### config.mk
export PLATFORM = sky130hd
export DESIGN_NAME = fetch_unit
export DESIGN_NICKNAME = d
export VERILOG_FILES = /design/src/rtl/fetch_unit.sv
export SDC_FILE = /design/constraint.sdc
export NUM_CORES = 1
export LEC_CHECK = 0
export ABC_AREA = 1
export CORE_MARGIN = 4
export CORE_UTILIZATION = 47
export CTS_CLUSTER_SIZE = 28
export DETAILED_ROUTE_END_ITERATION = 10
export PLACE_DENSITY = 0.85
export SLEW_MARGIN = 20
export SYNTH_ARGS = -nofsm -noshare
export SYNTH_HDL_FRONTEND = slang
export SYNTH_SLANG_ARGS = --single-unit
### constraint.sdc
create_clock -name clk -period 7.3 [get_ports clk]
set_clock_uncertainty 0.2 [all_clocks]
set_input_delay 1.46 -clock clk [delete_from_list [all_inputs] [get_ports clk]]
set_output_delay 1.46 -clock clk [all_outputs]
set_load 0.005 [all_outputs]
### src/rtl/fetch_unit.sv
// Instruction-fetch stage: owns the PC, addresses the combinational instruction memory and
// feeds the IF/ID register toward decode. Define FETCH_PERF_EN to add fetch/stall counters.
module fetch_unit #(
    parameter int unsigned ADDR_W   = 10,
    parameter int unsigned INSTR_W  = 16,
    parameter logic [ADDR_W-1:0] RESET_PC = '0
) (
    input  logic               clk,
    input  logic               reset,
    output logic [ADDR_W-1:0]  imem_addr,
    input  logic [INSTR_W-1:0] imem_instr,
    input  logic               redirect_valid,
    input  logic [ADDR_W-1:0]  redirect_pc,
    input  logic               id_ready,
    output logic               id_valid,
    output logic [INSTR_W-1:0] id_instr,
    output logic [ADDR_W-1:0]  id_pc,
    output logic [ADDR_W-1:0]  id_pc_next
`ifdef FETCH_PERF_EN
    ,
    output logic [15:0]        perf_fetched,
    output logic [15:0]        perf_stall
`endif
);

    typedef enum logic [1:0] {
        ACT_RESET,
        ACT_REDIRECT,
        ACT_HOLD,
        ACT_ADVANCE
    } action_e;

    logic [ADDR_W-1:0]  r_pc;
    logic               r_id_valid;
    logic [INSTR_W-1:0] r_id_instr;
    logic [ADDR_W-1:0]  r_id_pc;
    logic [ADDR_W-1:0]  r_id_pc_next;

    action_e            w_action;
    logic [ADDR_W-1:0]  w_pc_inc;
    logic               w_transfer;

    // Unsigned increment truncates to ADDR_W bits, so the last word wraps to 0.
    assign w_pc_inc   = r_pc + ADDR_W'(1);
    assign w_transfer = r_id_valid && id_ready;

    // NOTE: always_comb assigns a default before any branch so no latch can be inferred.
    always_comb begin
        w_action = ACT_ADVANCE;
        if (reset) begin
            w_action = ACT_RESET;
        end else if (redirect_valid) begin
            w_action = ACT_REDIRECT;
        end else if (r_id_valid && !id_ready) begin
            w_action = ACT_HOLD;
        end
    end

    // NOTE: state registers use non-blocking assignments so every flop samples pre-edge values.
    always_ff @(posedge clk) begin
        unique case (w_action)
            ACT_RESET: begin
                r_pc         <= RESET_PC;
                r_id_valid   <= 1'b0;
                r_id_instr   <= '0;
                r_id_pc      <= '0;
                r_id_pc_next <= '0;
            end
            ACT_REDIRECT: begin
                r_pc       <= redirect_pc;
                r_id_valid <= 1'b0;
            end
            ACT_HOLD: begin
                r_pc <= r_pc;
            end
            default: begin
                r_pc         <= w_pc_inc;
                r_id_valid   <= 1'b1;
                r_id_instr   <= imem_instr;
                r_id_pc      <= r_pc;
                r_id_pc_next <= w_pc_inc;
            end
        endcase
    end

    assign imem_addr  = r_pc;
    assign id_valid   = r_id_valid;
    assign id_instr   = r_id_instr;
    assign id_pc      = r_id_pc;
    assign id_pc_next = r_id_pc_next;

`ifdef FETCH_PERF_EN
    logic [15:0] r_perf_fetched;
    logic [15:0] r_perf_stall;

    // Counters saturate and ignore redirects; a transfer coinciding with a redirect still counts.
    always_ff @(posedge clk) begin
        if (reset) begin
            r_perf_fetched <= '0;
            r_perf_stall   <= '0;
        end else begin
            if (w_transfer && (r_perf_fetched != 16'hFFFF)) begin
                r_perf_fetched <= r_perf_fetched + 16'd1;
            end
            if ((w_action == ACT_HOLD) && (r_perf_stall != 16'hFFFF)) begin
                r_perf_stall <= r_perf_stall + 16'd1;
            end
        end
    end

    assign perf_fetched = r_perf_fetched;
    assign perf_stall   = r_perf_stall;
`else
    logic w_unused;
    assign w_unused = w_transfer;
`endif

endmodule

; ---- After elaboration in Yosys (flattened, before gate mapping)
; Index checks and enable logic that the tools add are counted.
; Widths: inputs -> output; s select.
[word_totals]
latchBits = 0
ff_bits = 47
elab_cells = 21
output_inout_bits = 47
input_bits = 30
mem_bits_ro = 0
mem_bits_rw = 0
mem_count = 0
[classes]
n_eq_ne = 2
div = 0
shift = 0
n_bitwise = 0
n_mul = 0
n_addsub = 1
mux = 8
order_cmp = 0
n_reduce_logical = 5
[ops]
columns = cell, n
row1 = $pmux 10 s2, 2
row2 = $pmux 16 s2, 1
row3 = $pmux 10 s3, 1
row4 = $add 10x1->10 const B, 1
row5 = $mux 2, 2
row6 = $reduce_or 2->1, 2
row7 = $eq 2x1->1 const B, 1
row8 = $eq 2x2->1 const B, 1
row9 = $logic_not 2->1, 1
row10 = $pmux 1 s2, 1
row11 = $logic_and 1x1->1, 1
row12 = $logic_not 1->1, 1
row13 = $mux 1, 1

; ---- Longest topological paths before layout
[depth]
ltp_word = 8
mapped_depth = 7
mapped_depth_nobuf = 7

; ---- Worst setup path after synthesis
; Ideal clock, no wire load.
[synth_timing]
path_kind = input to register
startpoint = input id_ready
endpoint = register r_id_instr[0] (netlist: id_instr[0]) (enable)
arrival_ns = 4.063
cell_stages = 2
setup_ns = 0.479
slack_ns = 2.558
path_buffers = 0
cell_sequence = nor2_1 o21ai_0
[synth_via]
elab_chain_len = 7
elab_cells_between_ends = 8
classes_between = eq/ne: 2 / mux: 3 / reduce/logical: 3
[synth_rtl]
columns = item, line_no
row1 = from (decl), 14  ; input logic id_ready,
row2 = $logic_not 1->1 (*), 54  ; end else if (r_id_valid && !id_ready) begin
row3 = $logic_and 1x1->1 (*), 54
row4 = $mux 1 (*), 54
row5 = $mux 2 (*), 52  ; end else if (redirect_valid) begin
row6 = $mux 2 (*), 50  ; if (reset) begin
row7 = $eq 2x2->1 or $eq 2x1->1 (tied branches), 61  ; unique case (w_action)
row8 = $reduce_or 2->1 (no source line) (*), --
row9 = to (signal assigned), 79  ; r_id_instr <= imem_instr;
row10 = to (decl), 35  ; logic [INSTR_W-1:0] r_id_instr;
; Mark *: on every way between the ends. The rest lies on a longest branch, timed or not.
; A chain may end at the register's enable or synchronous reset.

; ---- Final worst setup path
[layout_timing]
startpoint = input reset
endpoint = register r_pc[0] (netlist: imem_addr[0]) (data pin)
[layout_via]
elab_chain_len = 3
elab_cells_between_ends = 5
classes_between = eq/ne: 2 / mux: 2 / reduce/logical: 1
[layout_rtl]
columns = item, line_no
row1 = from (decl), 9  ; input logic reset,
row2 = $mux 2 (*), 50
row3 = "$eq 2x2->1, or another cell as far along", 61
row4 = $pmux 10 s3 (*), 61
row5 = to (signal assigned), 70  ; r_pc <= redirect_pc;
row6 = to (signal assigned), 74  ; r_pc <= r_pc;
row7 = to (signal assigned), 77  ; r_pc <= w_pc_inc;
row8 = to (decl), 33  ; logic [ADDR_W-1:0] r_pc;
; Marked as above.

==> results.ini <==
[final_layout]
fin_cells=318
final_net_count=298
fin_area_sq_um=2950
area_delta_synth_final_pct=46.0
antenna_cells=0
final_common_cell=clkdlybuf4s50_1
drive_above_1_share_pct=5.60
mostFrequentLayoutCells=76 x clkdlybuf4s50_1, 47 x edfxtp_1, 38 x nor2_1

[power_and_ir_drop]
ir_drop_mv=0.131
p_leak_nw=1.23
power_density_nw_per_um2=195

[detailed_routing]
first_pass_iters=4
drc=0
wl_per_cell_um=12.5
ant_nets=0
viasPerCell=4.51
totalWireLength_um=3980
drt-initial-drc-count=90
vias=1434

[cts]
cts.sinks=47
clk_path_buf_depth=2
cts_setup_buffers=0
cts.root.buffer_cell=clkbuf_8
h-tree-depth=2
cts.clk_slew.worst_paths_ns=0.08
cts_tree=built
clock_latency_ns=0.30
cts_resized=0
cts_hold_buf=0
cts_buffers=5

[synth]
synth_cells=186
synth_seq_area_share_pct=69.9
syn_avg_cell_area_sq_um=10.9
synth_top_area_cell=edfxtp_1
synth_seq_cells=47
post-synth-top-area-fraction_pct=69.9
yosysWarnings=0
yosysUniqueCellTypes=20
syn_nets=217
ys_top_cells_by_area=edfxtp_1 70%, nor2_1 7.1%, nand2_1 6.9%
syn_area_sq_um=2020

[global_route]
grt_pass1_wl_um=6450
grt_overflow=0
antenna_found_initial=0
grt_max_degree=39
grt_pass1_vias=1423
grt_use_total_pct=15.9

[worst_setup_path]
r2r-start=id_valid
path_cells=clkdlybuf4s50_1 > buf_4 > inv_1 > nand2_1 > clkinv_1 > nand2_1 > o21ai_0
critPathKind=in2reg
startpoint=reset
end_kind=flip-flop
arrival_ns=2.99
crit_path_start_kind=input pin
critPathRequiredTime_ns=7.14
critical_path.max_stage_delay_ns=0.45
critPathMaxFanout=38
cp_slowest_cell=clkdlybuf4s50_1
cp_common_cell=nand2_1

[floorplan]
dieArea_sq_um=5410
die_w_um=73.6
rows=23
start_util_pct=49.4
io_pins=77
die_y_um=73.6
core_sq_um=4090

[place]
placed_cells=309
io_buffers=76
place_area_sq_um=2840
place_hpwl_um=2970
finalWeightedCongestion=0.781

[sta]
rsz0062_at_grt=false
fin_crit_sh_pct=43.2
finalSetupTns_ns=0
tightest_slew_ns=0.611
min_period_ns=3.15
fin_hold_ws_ns=0.424
fmax_ghz=0.317
setup_violations=0
finalHoldViolCount=0
max_slew_margin_pct=59.1
drv_slew=0

[run_status]
outcome=completed

[hold_path]
min_path_type=reg2reg
hp-start=imem_addr[9]

[flow_run]
maxCapViolations=0

[Yosys cell counts]
| cell | instances |
|---|---|
| edfxtp_1 | 47 |
| nor2_1 | 38 |
| nand2_1 | 37 |
| inv_1 | 34 |
| nand3_1 | 7 |
| o21ai_0 | 5 |
| buf_2 | 3 |
| o21ai_1 | 2 |
| xor2_1 | 2 |
| buf_4 | 1 |
| clkinv_1 | 1 |
| ha_1 | 1 |
| inv_2 | 1 |
| nand2_2 | 1 |
| nand3_2 | 1 |
| nand4_1 | 1 |
| nor2_2 | 1 |
| nor2_4 | 1 |
| nor2_8 | 1 |
| xnor2_1 | 1 |
[routing by layer]
metal | global-route usage [%] | wire length (um) | vias to the layer above | share of wire [%]
li1 | - | - | 749 | -
met1 | 17.6 | 1490 | 629 | 38
met2 | 28.0 | 2080 | 51 | 52
met3 | 5.88 | 348 | 5 | 8.7
met4 | 5.43 | 55 | 0 | 1.4
met5 | 0 | 0 | - | 0
[final cells by class]
type                    instances  area, sq um
flip-flops and latches         47         1410
fillers                       287         1140
repair buffers                 78          796
multi-input cells              99          462
inverters                      36          135
clock buffers                   7         76.3
well taps                      50         62.6
clock inverters                 1         5.00
[logic make-up after synthesis]
family | synth area share [%]
AO/OA/AOI/OAI | 1.73
adder cells (fa/ha/maj) | 0.619
flip-flops | 69.9
buffers and inverters | 7.81
AND/OR/NAND/NOR | 18.6
XOR/XNOR | 1.30
[worst paths after layout]
| path | end | slack, ns | depth (start not counted) |
|---|---|---|---|
| min | id_pc[9] | 0.42 | 2 |
| min reg2reg | id_pc[9] | 0.42 | 2 |
| max | imem_addr[0] | 4.15 | 7 |
| max reg2reg | id_instr[11] | 5.52 | 4 |
[state kept, by name, summed over array words and instances (netlist names)]
name / cells
id_valid: 1
id_pc: 10
id_pc_next: 10
imem_addr: 10
id_instr: 16
[worst max-delay path: cells and delay by family]
kind	cells	cell delay, ns
buf+inv	4	1.22
simple gates	2	0.23
compound gates	1	0.08
[power breakdown]
group / switching [mW] / leakage [nW] / total [mW] / internal [mW]
clock network: 0.0789 / 0.0422 / 0.146 / 0.0672
registers: 0.0101 / 0.518 / 0.333 / 0.323
logic: 0.0370 / 0.670 / 0.0961 / 0.0591
total: 0.126 / 1.23 / 0.575 / 0.449
[through the flow]
stage	utilization (%)	setup WS, ns	power (mW)
after floorplan	-	2.56	0.368
after global placement	69.5	3.77	0.432
after detailed placement	69.5	3.73	0.434
after CTS	71.5	4.05	0.579
after global routing	72.1	3.97	0.602
final	72.1	4.15	0.575
Note: power is estimated with default switching activity, not from simulation.
